`src/rtl/rgb_pwm_led_controller.sv`:
```
// NUM_LEDS-channel RGB PWM driver. Config writes land in shadow registers and are committed together at a PWM wrap.
// Blink support (blink_cnt / blink_phase) is compiled in only when RGB_BLINK_EN is defined.
module rgb_pwm_led_controller #(
    parameter int NUM_LEDS  = 3,
    parameter int PWM_WIDTH = 8,
    parameter int BLINK_DIV = 4,
    localparam int LED_W    = (NUM_LEDS > 1) ? $clog2(NUM_LEDS) : 1
) (
    input  logic                 clk,
    input  logic                 rst,
    input  logic                 cfg_valid,
    output logic                 cfg_ready,
    input  logic [LED_W-1:0]     cfg_led,
    input  logic [1:0]           cfg_color,
    input  logic                 cfg_blink,
    input  logic [PWM_WIDTH-1:0] cfg_duty,
    output logic                 cfg_err,
    output logic [NUM_LEDS-1:0]  red_out,
    output logic [NUM_LEDS-1:0]  green_out,
    output logic [NUM_LEDS-1:0]  blue_out
);

    localparam logic [LED_W:0] LED_LIMIT = NUM_LEDS[LED_W:0];

    logic [PWM_WIDTH-1:0] pwm_cnt_q, pwm_cnt_d;
    logic                 pending_q, pending_d;
    logic                 cfg_err_q, cfg_err_d;
    logic [1:0]           sh_color_q [NUM_LEDS];
    logic [1:0]           sh_color_d [NUM_LEDS];
    logic [PWM_WIDTH-1:0] sh_duty_q  [NUM_LEDS];
    logic [PWM_WIDTH-1:0] sh_duty_d  [NUM_LEDS];
    logic [1:0]           act_color_q[NUM_LEDS];
    logic [1:0]           act_color_d[NUM_LEDS];
    logic [PWM_WIDTH-1:0] act_duty_q [NUM_LEDS];
    logic [PWM_WIDTH-1:0] act_duty_d [NUM_LEDS];
    logic [NUM_LEDS-1:0]  red_q, red_d, green_q, green_d, blue_q, blue_d;
    logic [NUM_LEDS-1:0]  led_en;
    logic [NUM_LEDS-1:0]  led_on;
    logic                 wrap, accept, idx_ok, commit;

    // Handshake: a write transfers on any rising edge where cfg_valid and cfg_ready are both high;
    // cfg_ready drops for the rest of the period once a valid-index write is pending commit.
    assign cfg_ready = ~pending_q;
    assign cfg_err   = cfg_err_q;
    assign red_out   = red_q;
    assign green_out = green_q;
    assign blue_out  = blue_q;

    assign wrap   = (pwm_cnt_q == {PWM_WIDTH{1'b1}});
    assign accept = cfg_valid & cfg_ready;
    assign idx_ok = ({1'b0, cfg_led} < LED_LIMIT);
    assign commit = wrap & pending_q;

`ifdef RGB_BLINK_EN
    localparam int BC_W = (BLINK_DIV > 1) ? $clog2(BLINK_DIV) : 1;
    localparam logic [BC_W-1:0] BLINK_LAST = BC_W'(BLINK_DIV - 1);

    logic [BC_W-1:0] blink_cnt_q, blink_cnt_d;
    logic            blink_phase_q, blink_phase_d;
    logic            sh_blink_q [NUM_LEDS];
    logic            sh_blink_d [NUM_LEDS];
    logic            act_blink_q[NUM_LEDS];
    logic            act_blink_d[NUM_LEDS];

    always_comb begin
        blink_cnt_d   = blink_cnt_q;
        blink_phase_d = blink_phase_q;
        if (wrap) begin
            if (blink_cnt_q == BLINK_LAST) begin
                blink_cnt_d   = '0;
                blink_phase_d = ~blink_phase_q;
            end else begin
                blink_cnt_d = blink_cnt_q + BC_W'(1);
            end
        end
        for (int i = 0; i < NUM_LEDS; i++) begin
            sh_blink_d[i]  = sh_blink_q[i];
            act_blink_d[i] = commit ? sh_blink_q[i] : act_blink_q[i];
            if (accept && idx_ok && (cfg_led == LED_W'(i))) begin
                sh_blink_d[i] = cfg_blink;
            end
            led_en[i] = ~act_blink_q[i] | blink_phase_q;
        end
    end

    always_ff @(posedge clk or posedge rst) begin
        if (rst) begin
            blink_cnt_q   <= '0;
            blink_phase_q <= 1'b1;
            for (int i = 0; i < NUM_LEDS; i++) begin
                sh_blink_q[i]  <= 1'b0;
                act_blink_q[i] <= 1'b0;
            end
        end else begin
            blink_cnt_q   <= blink_cnt_d;
            blink_phase_q <= blink_phase_d;
            for (int i = 0; i < NUM_LEDS; i++) begin
                sh_blink_q[i]  <= sh_blink_d[i];
                act_blink_q[i] <= act_blink_d[i];
            end
        end
    end
`else
    // Without blink support every LED is steady; cfg_blink and BLINK_DIV are intentionally unused.
    logic unused_blink;
    assign unused_blink = cfg_blink ^ (BLINK_DIV == 0);
    assign led_en       = {NUM_LEDS{1'b1}};
`endif

    always_comb begin
        pwm_cnt_d = pwm_cnt_q + PWM_WIDTH'(1);
        pending_d = pending_q;
        cfg_err_d = accept & ~idx_ok;
        if (commit) begin
            pending_d = 1'b0;
        end else if (accept && idx_ok) begin
            pending_d = 1'b1;
        end
        for (int i = 0; i < NUM_LEDS; i++) begin
            sh_color_d[i]  = sh_color_q[i];
            sh_duty_d[i]   = sh_duty_q[i];
            act_color_d[i] = commit ? sh_color_q[i] : act_color_q[i];
            act_duty_d[i]  = commit ? sh_duty_q[i]  : act_duty_q[i];
            if (accept && idx_ok && (cfg_led == LED_W'(i))) begin
                sh_color_d[i] = cfg_color;
                sh_duty_d[i]  = cfg_duty;
            end
        end
    end

    // Outputs are computed from the current counter and registered, so they trail pwm_cnt by one cycle.
    always_comb begin
        led_on  = '0;
        red_d   = '0;
        green_d = '0;
        blue_d  = '0;
        for (int i = 0; i < NUM_LEDS; i++) begin
            led_on[i]  = (act_duty_q[i] > pwm_cnt_q) & led_en[i];
            red_d[i]   = led_on[i] & (act_color_q[i] == 2'b01);
            green_d[i] = led_on[i] & (act_color_q[i] == 2'b10);
            blue_d[i]  = led_on[i] & (act_color_q[i] == 2'b11);
        end
    end

    always_ff @(posedge clk or posedge rst) begin
        if (rst) begin
            pwm_cnt_q <= '0;
            pending_q <= 1'b0;
            cfg_err_q <= 1'b0;
            red_q     <= '0;
            green_q   <= '0;
            blue_q    <= '0;
            for (int i = 0; i < NUM_LEDS; i++) begin
                sh_color_q[i]  <= 2'b00;
                sh_duty_q[i]   <= '0;
                act_color_q[i] <= 2'b00;
                act_duty_q[i]  <= '0;
            end
        end else begin
            pwm_cnt_q <= pwm_cnt_d;
            pending_q <= pending_d;
            cfg_err_q <= cfg_err_d;
            red_q     <= red_d;
            green_q   <= green_d;
            blue_q    <= blue_d;
            for (int i = 0; i < NUM_LEDS; i++) begin
                sh_color_q[i]  <= sh_color_d[i];
                sh_duty_q[i]   <= sh_duty_d[i];
                act_color_q[i] <= act_color_d[i];
                act_duty_q[i]  <= act_duty_d[i];
            end
        end
    end

endmodule
```
`config.mk`:
```
export PLATFORM = sky130hd
export DESIGN_NAME = rgb_pwm_led_controller
export DESIGN_NICKNAME = d
export VERILOG_FILES = /design/src/rtl/rgb_pwm_led_controller.sv
export SDC_FILE = /design/constraint.sdc
export NUM_CORES = 1
export LEC_CHECK = 0
export CAP_MARGIN = 5
export CORE_UTILIZATION = 35
export DETAILED_ROUTE_END_ITERATION = 10
export GPL_ROUTABILITY_DRIVEN = 0
export MAX_ROUTING_LAYER = met4
export PLACE_DENSITY_LB_ADDON = 0.3
export SLEW_MARGIN = 5
export SYNTH_ARGS = -nofsm -noshare
export SYNTH_HDL_FRONTEND = slang
export SYNTH_SLANG_ARGS = --single-unit
```
`constraint.sdc`:
```
create_clock -name clk -period 2.69 [get_ports clk]
set_input_delay 0.269 -clock clk [delete_from_list [all_inputs] [get_ports clk]]
set_output_delay 0.269 -clock clk [all_outputs]
set_load 0.01 [all_outputs]
```
==> metrics.md <==
| Metric | Value |
|---|---|
| Top achievable clock speed | 545 MHz |
| Final-report max-slew violation count | 0 |
| Number of endpoints with negative hold slack in the final report | 0 |
| Ratio of final minimum period to clock period | 68.2% |
| Power density cells | 506 nW/um^2 |
| Antenna-violating nets left | 0 |
| Number of violations of the max-capacitance limit | 0 |
| Post-route design area | 4130 um^2 |
| Worst hold slack | 188 ps |
| Leading cell types by total area after synthesis | sky130_fd_sc_hd__dfrtp_1 (56%), sky130_fd_sc_hd__mux2_2 (18%), sky130_fd_sc_hd__ha_1 (8.9%), sky130_fd_sc_hd__a21oi_1 (2.3%), sky130_fd_sc_hd__inv_1 (1.4%) |
| Clock Tree Buf Depth | 2 |
| Setup WS pre-CTS | 756 ps |
| Origin of the critical flop-to-flop path | pwm_cnt_q[0] |
| Switching share of power | 23.4% |
| Count of state elements after synthesis | 79 |
| Endpoint of the worst register-to-register path | act_duty_q[3] |
| Effective utilization at floorplan | 36.1% |
| Final number of setup-violating endpoints | 0 |
| Startpoint Class | flop |
| Core Area | 9770 um^2 |
| Global-route wire length before repair | 10600 um |
| CTS tree | yes |
| Share of cells above drive strength 1 | 28.9% |
| Total CTS buffers | 9 |
| Post-synth cell types | 28 |
| Synthesized instance count | 256 |
| Number of search-and-repair iterations in the first detailed-routing pass | 4 |
| Clk Latency, worst-skew pair | 350 ps |
| Cell area after placement | 3970 um^2 |
| Layout area overhead | 17.0% |
| Fraction of power consumed by sequential logic | 59.4% |
| Total routing resource utilization after global routing | 14.5% |
| H-tree depth reported by CTS | 3 |
| Transition time at the pin with the least slew margin | 555 ps |
| Net count of the finished layout | 334 |
| CP Data Required Time | 2920 ps |
| Initial antenna violation count | 0 |
| Antenna diode instance count | 0 |
| Number of remaining DRC errors | 0 |
| Setup TNS | 0 ps |
| DR iter-0 viols | 55 |
| Sort of element at the end of the critical path | flop |
| Maximum net fanout on the critical path | 18 |
| Count of cells along the worst register-to-register path | 5 |
| Post_cts resized | 0 |
| Leading cell type in the layout, fill and taps excluded | sky130_fd_sc_hd__dfrtp_1 |
| DRT Wirelength | 6460 um |
| Root buf cell | sky130_fd_sc_hd__clkbuf_8 |
| Final clock skew | 8.88 ps |
| Vert. Die Dim | 102 um |
| Leakage power | 1.95 nW |
| IO Count | 27 |
| Area of combinational cells with multiple inputs | 1470 um^2 |
| CTS hold repair buffers | 0 |
| Leftover overflow at the end of global routing | 0 |
| Commonest cells after routing, fill and taps aside | sky130_fd_sc_hd__dfrtp_1 (79), sky130_fd_sc_hd__mux2_2 (57), sky130_fd_sc_hd__ha_1 (25), sky130_fd_sc_hd__clkdlybuf4s50_1 (25), sky130_fd_sc_hd__a21oi_1 (16) |
| Tightest Hold Check Type | primary input to async pin |
| Number of fillers in the final layout | 934 |
| Signal arrival time at the worst endpoint | 2070 ps |
| Relative contribution of combinational cells to total power | 4.3% |
| Via Count | 2070 |
| Clock period minus final worst setup slack | 1830 ps |
| P_sw | 489 uW |
| Worst supply voltage drop on vdd | 0.205 mV |
| Top cell type's share of synthesized area | 56.0% |
| Number of clock sinks | 79 |
| Overall Power | 2.09 mW |
| Die area | 10500 um^2 |
| Critical setup path kind | flop to flop |
| Number of warnings printed during yosys synthesis | 0 |
| Storage element area | 1980 um^2 |
| Clock-pin slew on the worst setup and hold paths | 80 ps |
| Cell taking the most area after synthesis | sky130_fd_sc_hd__dfrtp_1 |
| Maximum number of pins on one net before global-route repair | 63 |
| Syn_nets | 297 |
| RSZ-0062 raised after global routing | no |
| Drt via density | 4.80 |
| Power share of the clock group | 36.4% |
| Number of rows in the core area | 36 |
| Final routed wire length divided by cell count | 15.0 um |
| Post-Syn Area per Cell | 13.8 um^2 |
| Worst-case register-to-register setup slack | 860 ps |
| Normalized max-slew margin | 62.8% |
| Internal Dissipation | 1.60 mW |
| Combined area of all synthesized cells | 3530 um^2 |
| Input/output buffers | 25 |
| Run status | finished clean |
| Final worst slack | 857 ps |
| Detailed-placement wirelength estimate | 4600 um |
| Vias in the first global route | 2049 |
| Post CTS Setup Buffer Count | 0 |
| Die Span X | 102 um |
| Proportion of synthesized chip area in sequential cells | 56.0% |
[sequential cells by signal, indices dropped and copies added, names as in the netlist]
| name | count |
|---|---|
| red_out | 3 |
| sh_color_q | 6 |
| pwm_cnt_q | 8 |
| cfg_err | 1 |
| pending_q | 1 |
| sh_duty_q | 24 |
| act_duty_q | 24 |
| act_color_q | 6 |
| green_out | 3 |
| blue_out | 3 |
[power groups by stage]
| stage | sequential, mW | clock (mW) | combinational [mW] |
|---|---|---|---|
| 2_1_floorplan | 1.26 | 0 | 0.0514 |
| 3_3_place_gp | 1.26 | 0 | 0.0893 |
| 3_5_place_dp | 1.27 | 0 | 0.0921 |
| 4_1_cts | 1.24 | 0.792 | 0.0925 |
| 5_1_grt | 1.25 | 0.846 | 0.0992 |
| 6_report | 1.24 | 0.761 | 0.0892 |
[Yosys cell counts]
master                     count
sky130_fd_sc_hd__nand2_1       5
sky130_fd_sc_hd__a21bo_2       3
sky130_fd_sc_hd__buf_2         2
sky130_fd_sc_hd__inv_1        13
sky130_fd_sc_hd__buf_6         3
sky130_fd_sc_hd__nand2_2       1
sky130_fd_sc_hd__nor3_1        1
sky130_fd_sc_hd__nor4_4        1
sky130_fd_sc_hd__a211oi_1      3
sky130_fd_sc_hd__ha_1         25
sky130_fd_sc_hd__xor2_1        1
sky130_fd_sc_hd__nor2b_1       4
sky130_fd_sc_hd__nor2_2        1
sky130_fd_sc_hd__and3b_1       1
sky130_fd_sc_hd__mux2_2       57
sky130_fd_sc_hd__and3_1        1
sky130_fd_sc_hd__nand4_1       4
sky130_fd_sc_hd__mux2_1        3
sky130_fd_sc_hd__xnor2_1       5
sky130_fd_sc_hd__a21oi_1      16
sky130_fd_sc_hd__dfrtp_1      79
sky130_fd_sc_hd__o21ai_0       3
sky130_fd_sc_hd__nand3_1       6
sky130_fd_sc_hd__nor2_1        4
sky130_fd_sc_hd__and2_1        3
sky130_fd_sc_hd__nand3b_1      6
sky130_fd_sc_hd__and4_1        4
sky130_fd_sc_hd__nor3b_1       1
[logic make-up (layout without fill, tap and decap cells)]
kind of cell	Yosys count	after routing	synth area share (%)
simple gates	43	43	7.76
buf+inv	18	60	2.62
compound gates	25	25	4.18
mux	60	60	19.1
fa+ha+maj	25	25	8.86
flops	79	79	56.0
xor+xnor	6	6	1.49
[layout make-up]
| class | instances | share of cell area (%) |
|---|---|---|
| flip-flops and latches | 79 | 47.8 |
| multi-input cells | 159 | 35.5 |
| repair buffers | 31 | 7.45 |
| well taps | 133 | 4.03 |
| clock buffers | 10 | 3.09 |
| inverters | 13 | 1.21 |
| clock inverters | 6 | 0.908 |
[critical path: stages (launching register included)]
cell and delay [ps]:
sky130_fd_sc_hd__dfrtp_1 510, sky130_fd_sc_hd__ha_1 270, sky130_fd_sc_hd__nand2_2 100, sky130_fd_sc_hd__nor4_4 160, sky130_fd_sc_hd__buf_4 310, sky130_fd_sc_hd__mux2_2 370
[stage by stage]
stage          util [%]  instances
6_report           42.3        431
5_1_grt            42.3        431
4_1_cts            42.3        431
3_5_place_dp       40.6        415
3_3_place_gp       40.6        415
2_1_floorplan         -        256
[worst max-delay path by stage]
| stage | start | end | slack [ps] |
|---|---|---|---|
| 6_report | pwm_cnt_q[0] | act_duty_q[3] | 860 |
| 2_1_floorplan | rst | act_color_q[0] | 400 |
| 3_5_place_dp | cfg_valid | sh_duty_q[22] | 760 |
| 4_1_cts | pwm_cnt_q[0] | act_duty_q[3] | 830 |
| 3_3_place_gp | cfg_valid | sh_duty_q[23] | 810 |
| 5_1_grt | pwm_cnt_q[0] | act_duty_q[3] | 710 |
[routing by layer]
layer | vias to the layer above | wire (um) | GRT usage, %
li1 | 982 | - | -
met1 | 1058 | 3030 | 18.5
met4 | 0 | 75 | 5.60
met5 | - | 0 | -
met2 | 22 | 3200 | 21.9
met3 | 8 | 148 | 3.76
Note: power is estimated with default switching activity, not from simulation.
